==> config.mk <==
export PLATFORM = sky130hd
export DESIGN_NAME = nibble_serial_add_ctrl_flat
export DESIGN_NICKNAME = d
export VERILOG_FILES = /design/src/rtl/nibble_serial_add_ctrl_if.sv /design/src/rtl/nibble_serial_add_ctrl.sv /design/src/flat_wrapper.sv
export SDC_FILE = /design/constraint.sdc
export NUM_CORES = 1
export LEC_CHECK = 0
export ABC_AREA = 1
export CELL_PAD_IN_SITES_DETAIL_PLACEMENT = 0
export CELL_PAD_IN_SITES_GLOBAL_PLACEMENT = 1
export CORE_ASPECT_RATIO = 0.7
export CORE_MARGIN = 2
export CORE_UTILIZATION = 32
export CTS_BUF_LIST = sky130_fd_sc_hd__clkbuf_16
export DETAILED_ROUTE_END_ITERATION = 6
export GPL_ROUTABILITY_DRIVEN = 0
export PLACE_DENSITY_LB_ADDON = 0.1
export SLEW_MARGIN = 20
export SYNTH_ARGS = -nofsm -noshare
export SYNTH_HDL_FRONTEND = slang
export SYNTH_SLANG_ARGS = --single-unit
==> constraint.sdc <==
create_clock -name clk -period 1.5 [get_ports clk]
set_input_delay 0.15 -clock clk [delete_from_list [all_inputs] [get_ports clk]]
set_output_delay 0.15 -clock clk [all_outputs]
set_load 0.01 [all_outputs]
==> src/rtl/nibble_serial_add_ctrl_if.sv <==
// Handshake bundle for nibble_serial_add_ctrl.
//   Producer side : in_valid/in_ready, op_a, op_b, sub
//   Consumer side : out_valid/out_ready, result, carry_out, overflow
//   Status        : busy
// The master modport is the producer/consumer environment.
// The slave modport is the sequencer itself.
interface nibble_serial_add_ctrl_if #(
    parameter int NIBBLES = 4
);
    localparam int W = 4 * NIBBLES;

    logic         in_valid;
    logic         in_ready;
    logic [W-1:0] op_a;
    logic [W-1:0] op_b;
    logic         sub;
    logic         out_valid;
    logic         out_ready;
    logic [W-1:0] result;
    logic         carry_out;
    logic         overflow;
    logic         busy;

    modport master (
        output in_valid, op_a, op_b, sub, out_ready,
        input  in_ready, out_valid, result, carry_out, overflow, busy
    );

    modport slave (
        input  in_valid, op_a, op_b, sub, out_ready,
        output in_ready, out_valid, result, carry_out, overflow, busy
    );
endinterface

==> src/rtl/nibble_serial_add_ctrl.sv <==
// Wide add/subtract built from a single 4-bit adder with carry-in.
// The operation takes NIBBLES cycles, working from the least-significant
// nibble to the most-significant one.
//   clk   : system clock, rising edge
//   rst_n : synchronous reset, active low
//   bus   : slave side of nibble_serial_add_ctrl_if
//           - in_valid/in_ready with op_a, op_b, sub
//           - out_valid/out_ready with result, carry_out, overflow
//           - busy
// All outputs are registered.
module nibble_serial_add_ctrl #(
    parameter int NIBBLES = 4
) (
    input  logic clk,
    input  logic rst_n,
    nibble_serial_add_ctrl_if.slave bus
);
    localparam int W    = 4 * NIBBLES;
    localparam int IDXW = (NIBBLES > 1) ? $clog2(NIBBLES) : 1;
    localparam logic [IDXW-1:0] LAST_IDX = IDXW'(NIBBLES - 1);

    typedef enum logic [1:0] {IDLE, RUN, DONE} state_t;

    state_t          state_reg;
    logic [W-1:0]    a_reg;
    logic [W-1:0]    b_reg;
    logic            carry_reg;
    logic [IDXW-1:0] idx_reg;
    logic [W-1:0]    result_reg;
    logic            carry_out_reg;
    logic            overflow_reg;
    logic            in_ready_reg;
    logic            out_valid_reg;
    logic            busy_reg;

    logic [4:0]      nib_sum;
    logic [W-1:0]    result_next;

    // The operand registers shift right by one nibble per cycle.
    // Bits [3:0] therefore always hold the current slice.
    always_comb begin
        nib_sum = {1'b0, a_reg[3:0]} + {1'b0, b_reg[3:0]} + {4'b0000, carry_reg};
    end

    // Only the nibble selected by idx takes the new sum.
    // The other nibbles keep the values already written.
    generate
        for (genvar gi = 0; gi < NIBBLES; gi++) begin : g_nib
            assign result_next[gi*4 +: 4] = (idx_reg == IDXW'(gi)) ? nib_sum[3:0]
                                                                 : result_reg[gi*4 +: 4];
        end
    endgenerate

    always_ff @(posedge clk) begin
        if (!rst_n) begin
            state_reg     <= IDLE;
            a_reg         <= '0;
            b_reg         <= '0;
            carry_reg     <= 1'b0;
            idx_reg       <= '0;
            result_reg    <= '0;
            carry_out_reg <= 1'b0;
            overflow_reg  <= 1'b0;
            in_ready_reg  <= 1'b1;
            out_valid_reg <= 1'b0;
            busy_reg      <= 1'b0;
        end else begin
            case (state_reg)
                IDLE: begin
                    if (bus.in_valid && in_ready_reg) begin
                        // Subtract is A + ~B + 1.
                        // The +1 enters through the first carry-in.
                        a_reg        <= bus.op_a;
                        b_reg        <= bus.sub ? ~bus.op_b : bus.op_b;
                        carry_reg    <= bus.sub;
                        idx_reg      <= '0;
                        in_ready_reg <= 1'b0;
                        busy_reg     <= 1'b1;
                        state_reg    <= RUN;
                    end
                end
                RUN: begin
                    result_reg <= result_next;
                    carry_reg  <= nib_sum[4];
                    a_reg      <= a_reg >> 4;
                    b_reg      <= b_reg >> 4;
                    if (idx_reg == LAST_IDX) begin
                        // a_reg[3] and b_reg[3] are now the sign bits of the full operands.
                        // b_reg has already been inverted for subtract.
                        carry_out_reg <= nib_sum[4];
                        overflow_reg  <= (a_reg[3] == b_reg[3]) && (nib_sum[3] != a_reg[3]);
                        out_valid_reg <= 1'b1;
                        state_reg     <= DONE;
                    end else begin
                        idx_reg <= idx_reg + IDXW'(1);
                    end
                end
                DONE: begin
                    // in_ready remains low on the handshake edge.
                    // The next accept comes one cycle later, from IDLE.
                    if (bus.out_ready) begin
                        out_valid_reg <= 1'b0;
                        busy_reg      <= 1'b0;
                        in_ready_reg  <= 1'b1;
                        state_reg     <= IDLE;
                    end
                end
                default: begin
                    state_reg <= IDLE;
                end
            endcase
        end
    end

    assign bus.in_ready  = in_ready_reg;
    assign bus.out_valid = out_valid_reg;
    assign bus.result    = result_reg;
    assign bus.carry_out = carry_out_reg;
    assign bus.overflow  = overflow_reg;
    assign bus.busy      = busy_reg;
endmodule
==> src/flat_wrapper.sv <==
// flat-port wrapper written by rule: the top's interface ports become plain ports
module nibble_serial_add_ctrl_flat 
#(
    parameter int NIBBLES = 4
)
  (clk, rst_n, bus_in_valid, bus_op_a, bus_op_b, bus_sub, bus_out_ready, bus_in_ready, bus_out_valid, bus_result, bus_carry_out, bus_overflow, bus_busy);
  nibble_serial_add_ctrl_if #(.NIBBLES(NIBBLES)) bus_i ();
  input  logic clk;
  input  logic rst_n;
  input wire logic [$bits(bus_i.in_valid)-1:0] bus_in_valid;
  input wire logic [$bits(bus_i.op_a)-1:0] bus_op_a;
  input wire logic [$bits(bus_i.op_b)-1:0] bus_op_b;
  input wire logic [$bits(bus_i.sub)-1:0] bus_sub;
  input wire logic [$bits(bus_i.out_ready)-1:0] bus_out_ready;
  output wire logic [$bits(bus_i.in_ready)-1:0] bus_in_ready;
  output wire logic [$bits(bus_i.out_valid)-1:0] bus_out_valid;
  output wire logic [$bits(bus_i.result)-1:0] bus_result;
  output wire logic [$bits(bus_i.carry_out)-1:0] bus_carry_out;
  output wire logic [$bits(bus_i.overflow)-1:0] bus_overflow;
  output wire logic [$bits(bus_i.busy)-1:0] bus_busy;
  assign bus_i.in_valid = bus_in_valid;
  assign bus_i.op_a = bus_op_a;
  assign bus_i.op_b = bus_op_b;
  assign bus_i.sub = bus_sub;
  assign bus_i.out_ready = bus_out_ready;
  assign bus_in_ready = bus_i.in_ready;
  assign bus_out_valid = bus_i.out_valid;
  assign bus_result = bus_i.result;
  assign bus_carry_out = bus_i.carry_out;
  assign bus_overflow = bus_i.overflow;
  assign bus_busy = bus_i.busy;
  nibble_serial_add_ctrl #(.NIBBLES(NIBBLES)) u_core (.clk(clk), .rst_n(rst_n), .bus(bus_i));
endmodule
==> Word level (Yosys, flattened, before mapping) <==
Index checks and enable logic that the tools add are counted.
{ "classes": {"addsub": 3, "eq_ne": 11, "n_mux": 22, "bitwise": 1, "n_reduce_logical": 16} }
{ "op_table": {"columns": ["op", "count"], "rows": [
  ["one-hot mux 16 bit (2 select lines)", 2],
  ["two-way mux 16 bit", 3],
  ["inverter 16 bit", 1],
  ["AND reduction 3 bit", 4],
  ["two-way mux 2 bit", 5],
  ["AND reduction 2 bit", 5],
  ["one-hot mux 1 bit (2 select lines)", 4],
  ["equality test 2 bit (second input constant)", 3],
  ["two-way mux 1 bit", 6],
  ["one-hot mux 2 bit (3 select lines)", 1],
  ["nonzero test 2 bit", 3],
  ["adder 4 x 4 -> 5 bit", 1],
  ["adder 5 x 1 -> 5 bit", 1],
  ["equality test 2 x 1 -> 1 bit (second input constant)", 2],
  ["logical NOT 2 bit", 2],
  ["!= test 2 x 1 -> 1 bit (second input constant)", 2],
  ["!= test 2 bit (second input constant)", 2],
  ["one-hot mux 2 bit (2 select lines)", 1],
  ["adder 2 x 1 -> 2 bit (second input constant)", 1],
  ["logical AND 1 bit", 2],
  ["equality test 1 bit", 1],
  ["!= test 1 bit", 1]
]} }
{ "word_totals": {"reg_bits": 58, "input_bits": 37, "out_inout_bits": 21, "wordCells": 67} }

==> Longest topological paths before layout <==
{ "depth": {"word_depth": 4, "mapped_depth": 8, "depth_no_buf": 8} }

==> Least setup slack after synthesis <==
No wires, ideal clock.
{ "synth_timing": {"path_type": "register -> register", "from": "register u_core.carry_reg", "to": "register u_core.carry_reg", "setup_ps": 128, "arrival_time_ps": 1339, "required_time_ps": 1372, "path_slack_ps": 33, "stages_incl_launch_ff": 9, "path_buffers": 0, "period_less_slack_ps": 1467, "path_cell_list": "dfxtp_1 > fa_1 > inv_1 > fa_1 > nor2_1 > nor2_1 > nor2_1 > nor2_1 > nor2_1"} }
{ "synth_via": {"elab_chain_cells": 2} }
{ "synth_rtl": {"columns": ["item", "line", "source"], "rows": [
  ["from (decl)", "nibble_serial_add_ctrl.sv:27", "logic carry_reg;"],
  ["from (signal assigned)", "nibble_serial_add_ctrl.sv:75", "carry_reg <= bus.sub;"],
  ["from (signal assigned)", "nibble_serial_add_ctrl.sv:84", "carry_reg <= nib_sum[4];"],
  ["adder 5 x 1 -> 5 bit", "nibble_serial_add_ctrl.sv:42", "nib_sum = {1'b0, a_reg[3:0]} + {1'b0, b_reg[3:0]} + {4'b0000, carry_reg};"],
  ["one-hot mux 1 bit (2 select lines)", "nibble_serial_add_ctrl.sv:68", "case (state_reg)"]
]} }
Every way passes these cells.
A chain may end at the register's enable or synchronous reset.

==> Worst setup path in the final report <==
{ "layout_timing": {"from": "register u_core.b_reg[0]", "to": "register u_core.result_reg[5] (netlist: u_core.bus.result[5])"} }
{ "layout_via": {"elab_chain_cells": 2} }
{ "layout_rtl": {"columns": ["item", "line", "source"], "rows": [
  ["from (decl)", "nibble_serial_add_ctrl.sv:26", "logic [W-1:0] b_reg;"],
  ["from (signal assigned)", "nibble_serial_add_ctrl.sv:74", "b_reg <= bus.sub ? ~bus.op_b : bus.op_b;"],
  ["from (signal assigned)", "nibble_serial_add_ctrl.sv:86", "b_reg <= b_reg >> 4;"],
  ["adder 4 x 4 -> 5 bit", "nibble_serial_add_ctrl.sv:42", null],
  ["adder 5 x 1 -> 5 bit", "nibble_serial_add_ctrl.sv:42", null],
  ["to (signal assigned)", "nibble_serial_add_ctrl.sv:83", "result_reg <= result_next;"],
  ["to (decl)", "nibble_serial_add_ctrl.sv:29", "logic [W-1:0] result_reg;"]
]} }
Every way passes these cells.

==> impl_metrics.toml <==
[layout]
multi_input_gate_area_in_the_final_layout_sq_mm = 0.00138
area_growth_pct = 40.3
layout_common_cells = "sky130_fd_sc_hd__nand2_1, sky130_fd_sc_hd__nor2_1, sky130_fd_sc_hd__clkdlybuf4s50_1"
seqCellArea_sq_mm = 0.00116
leading_cell_type_in_the_layout_fill_and_taps_excluded = "sky130_fd_sc_hd__nand2_1"
layout.filler_cells = 895
n_antenna_cell = 0
layout-drive-gt1-share_pct = 10.5
design.final.nets = 499

[clock_tree]
hold_buffers = 0
cts.sink_count = 58
cts.clk_slew.worst_paths_ns = 0.05
root_buffer = "sky130_fd_sc_hd__clkbuf_16"
clock_latency_reported_for_the_late_side_of_the_worst_skew_pair_ns = 0.32
cts_tree = "done"
cts_inserted_buffers = 9
clockBufferDepth = 2
post-cts-setup-buffers = 0
h_tree_depth = 3

[worst_setup_path]
crit_path_max_cell_delay_ns = 0.48
crit_path_max_fanout = 4
crit_family = "adder cells"
worstPathCellList = "fa_2 -> inv_2 -> fa_2 -> a21oi_2"
critical_path.startpoint_type = "flip-flop"
worstSetupPathDepth = 4
worstPathBufferInverterCount = 1
timing.reg2reg.worst_path_depth = 4
worst-endpoint-required_ns = 1.76
cpMaxStageDelayCell = "sky130_fd_sc_hd__fa_2"
crit_path_frequent_cell = "sky130_fd_sc_hd__fa_2"
critical_path_class = "reg -> reg"
endpoint_kind = "flip-flop"
timing.critical_path.arrival_ns = 1.75

[global_routing]
via_count_of_the_first_global_routing_pass = 2431
routing_usage_on_met2_pct = 25.2
antenna_found_initial = 0
global_route.usage.met3_pct = 4.65
top_usage_layer = "met2"
grt_use_total_pct = 16.2
global_route.overflow_total = 0
met1_usage_pct = 21.8
maximum_number_of_pins_on_one_net_before_global_route_repair = 32
grt_pass1_wl_um = 11700

[power_and_ir_drop]
total_power_mw = 4.73
irDropWorstVdd_mv = 0.592
power_density_mw_per_mm2 = 1220
power.static_leakage_nw = 1.62

[outcome]
run_status = "completed"

[die]
fp.dieW_um = 115
core.rowCount = 28
coreArea_sq_mm = 0.00844
die_area_sq_mm = 0.00942
fp.dieH_um = 81.8
io_pins = 58
effective_utilization_at_floorplan_pct = 32.8

[sta]
finalCriticalPeriod_ns = 1.49
fin_setup_tns_ns = 0
rsz_0062_raised_after_global_routing = "true"
finalMaxSlewViolations = 0
timing_worst_slew_pin_value_ns = 0.297
max-slew-margin-rel_pct = 80.2
setup_violations = 0
post-route-period-util_pct = 99.4
final-hold-violation-count = 0
fin_skew_ns = 0.00764
timing.fmax_ghz = 0.670

[placed_design]
portBuffers = 57
place_hpwl_um = 4950

[hold_path]
timing.hold.worst.class = "in -> reg"
worstHoldPathCells = 3

[detailed_routing]
initialDrtViolationCount = 102
drt-total-wl_um = 6990
drt_pass1_iterations = 4
ant_nets = 0
wire_per_inst_um = 12.1
routed-via-count = 2535
detailed_route_vias_per_instance = 4.39
drcViolationCount = 0

[logic_synthesis]
cell_area_after_synthesis_sq_mm = 0.00277
synth.lib_cells_used.distinct = 24
netlist_instances = 390
synth_seq_area_share_pct = 41.9
synth-warning-count = 0
synth_nets = 436
synthesis.area_per_instance_sq_um = 7.10
yosys_register_bits = 58

[job]
drv_cap = 0
[cell families (layout without fill, tap and decap cells)]
kind of cell / Yosys count / count (layout) / synth area share, %
buf+inv: 55 / 123 / 9.17
compound gates: 69 / 69 / 12.8
flops: 58 / 58 / 41.9
xor+xnor: 16 / 16 / 5.06
simple gates: 183 / 183 / 26.4
fa+ha+maj: 9 / 9 / 4.61
[per-stage QoR]
step           hold WS (ns)  cell area (sq um)  setup WS, ns  util, %  std cells
6_report              0.383               3880       0.00857     46.0        578
5_1_grt               0.417               3880       -0.0635     46.0        578
4_1_cts               0.379               3860      -0.00410     45.8        578
3_5_place_dp          0.456               3540       -0.0627     42.0        562
3_3_place_gp          0.453               3540       -0.0381     42.0        562
2_1_floorplan         0.299               2770        0.0335        -        390
[worst reg2reg max path, stage by stage, from the launching register on]
cell and delay [ns]:
sky130_fd_sc_hd__dfxtp_2 0.33, sky130_fd_sc_hd__fa_2 0.41, sky130_fd_sc_hd__inv_2 0.07, sky130_fd_sc_hd__fa_2 0.48, sky130_fd_sc_hd__a21oi_2 0.15
[area by class of cell]
type / count / share of cell area [%]
sequential: 58 / 30.0
tap: 120 / 3.86
clock inverter: 7 / 2.19
timing repair buffer: 68 / 18.7
inverter: 39 / 3.83
multi-input combinational: 277 / 35.6
clock buffer: 9 / 5.80
[worst paths after layout]
kind,from,end,slack (ns)
hold reg to reg,u_core.a_reg[15],u_core.a_reg[15],0.46
setup reg to reg,u_core.b_reg[0],u_core.bus.result[5],0.009
setup / recovery,u_core.b_reg[0],u_core.bus.result[5],0.009
hold / removal,bus_op_a[14],u_core.a_reg[14],0.38
[power by group]
group / internal, mW / switching, mW
logic: 0.386 / 0.460
registers: 1.67 / 0.0739
clock network: 1.43 / 0.705
[synth_stat cells (all sizes together)]
cell	count	share of area (%)
o21ai	37	6.7
buf	12	3.2
nor2	73	10
dfxtp	58	42
o21a	4	1.1
nand2	97	14
a21oi	28	5.1
inv	39	5.4
fa	2	1.4
clkbuf	4	0.59
ha	7	3.2
xnor2	13	4.1
xor2	3	0.95
nand3	13	2.3
[layer usage]
layer  part of all wire [%]  vias up
li1                       -     1346
met1                     53     1135
met2                     42       46
met3                    4.1        8
met4                    1.2        0
met5                      0        -
[timing repair]
item	4_1_cts	5_1_grt
pin swaps	4	6
gates resized for setup	7	7
cloned	0	0
setup endpoints to repair	10	14
No activity file was read; power rests on OpenSTA's default activity.
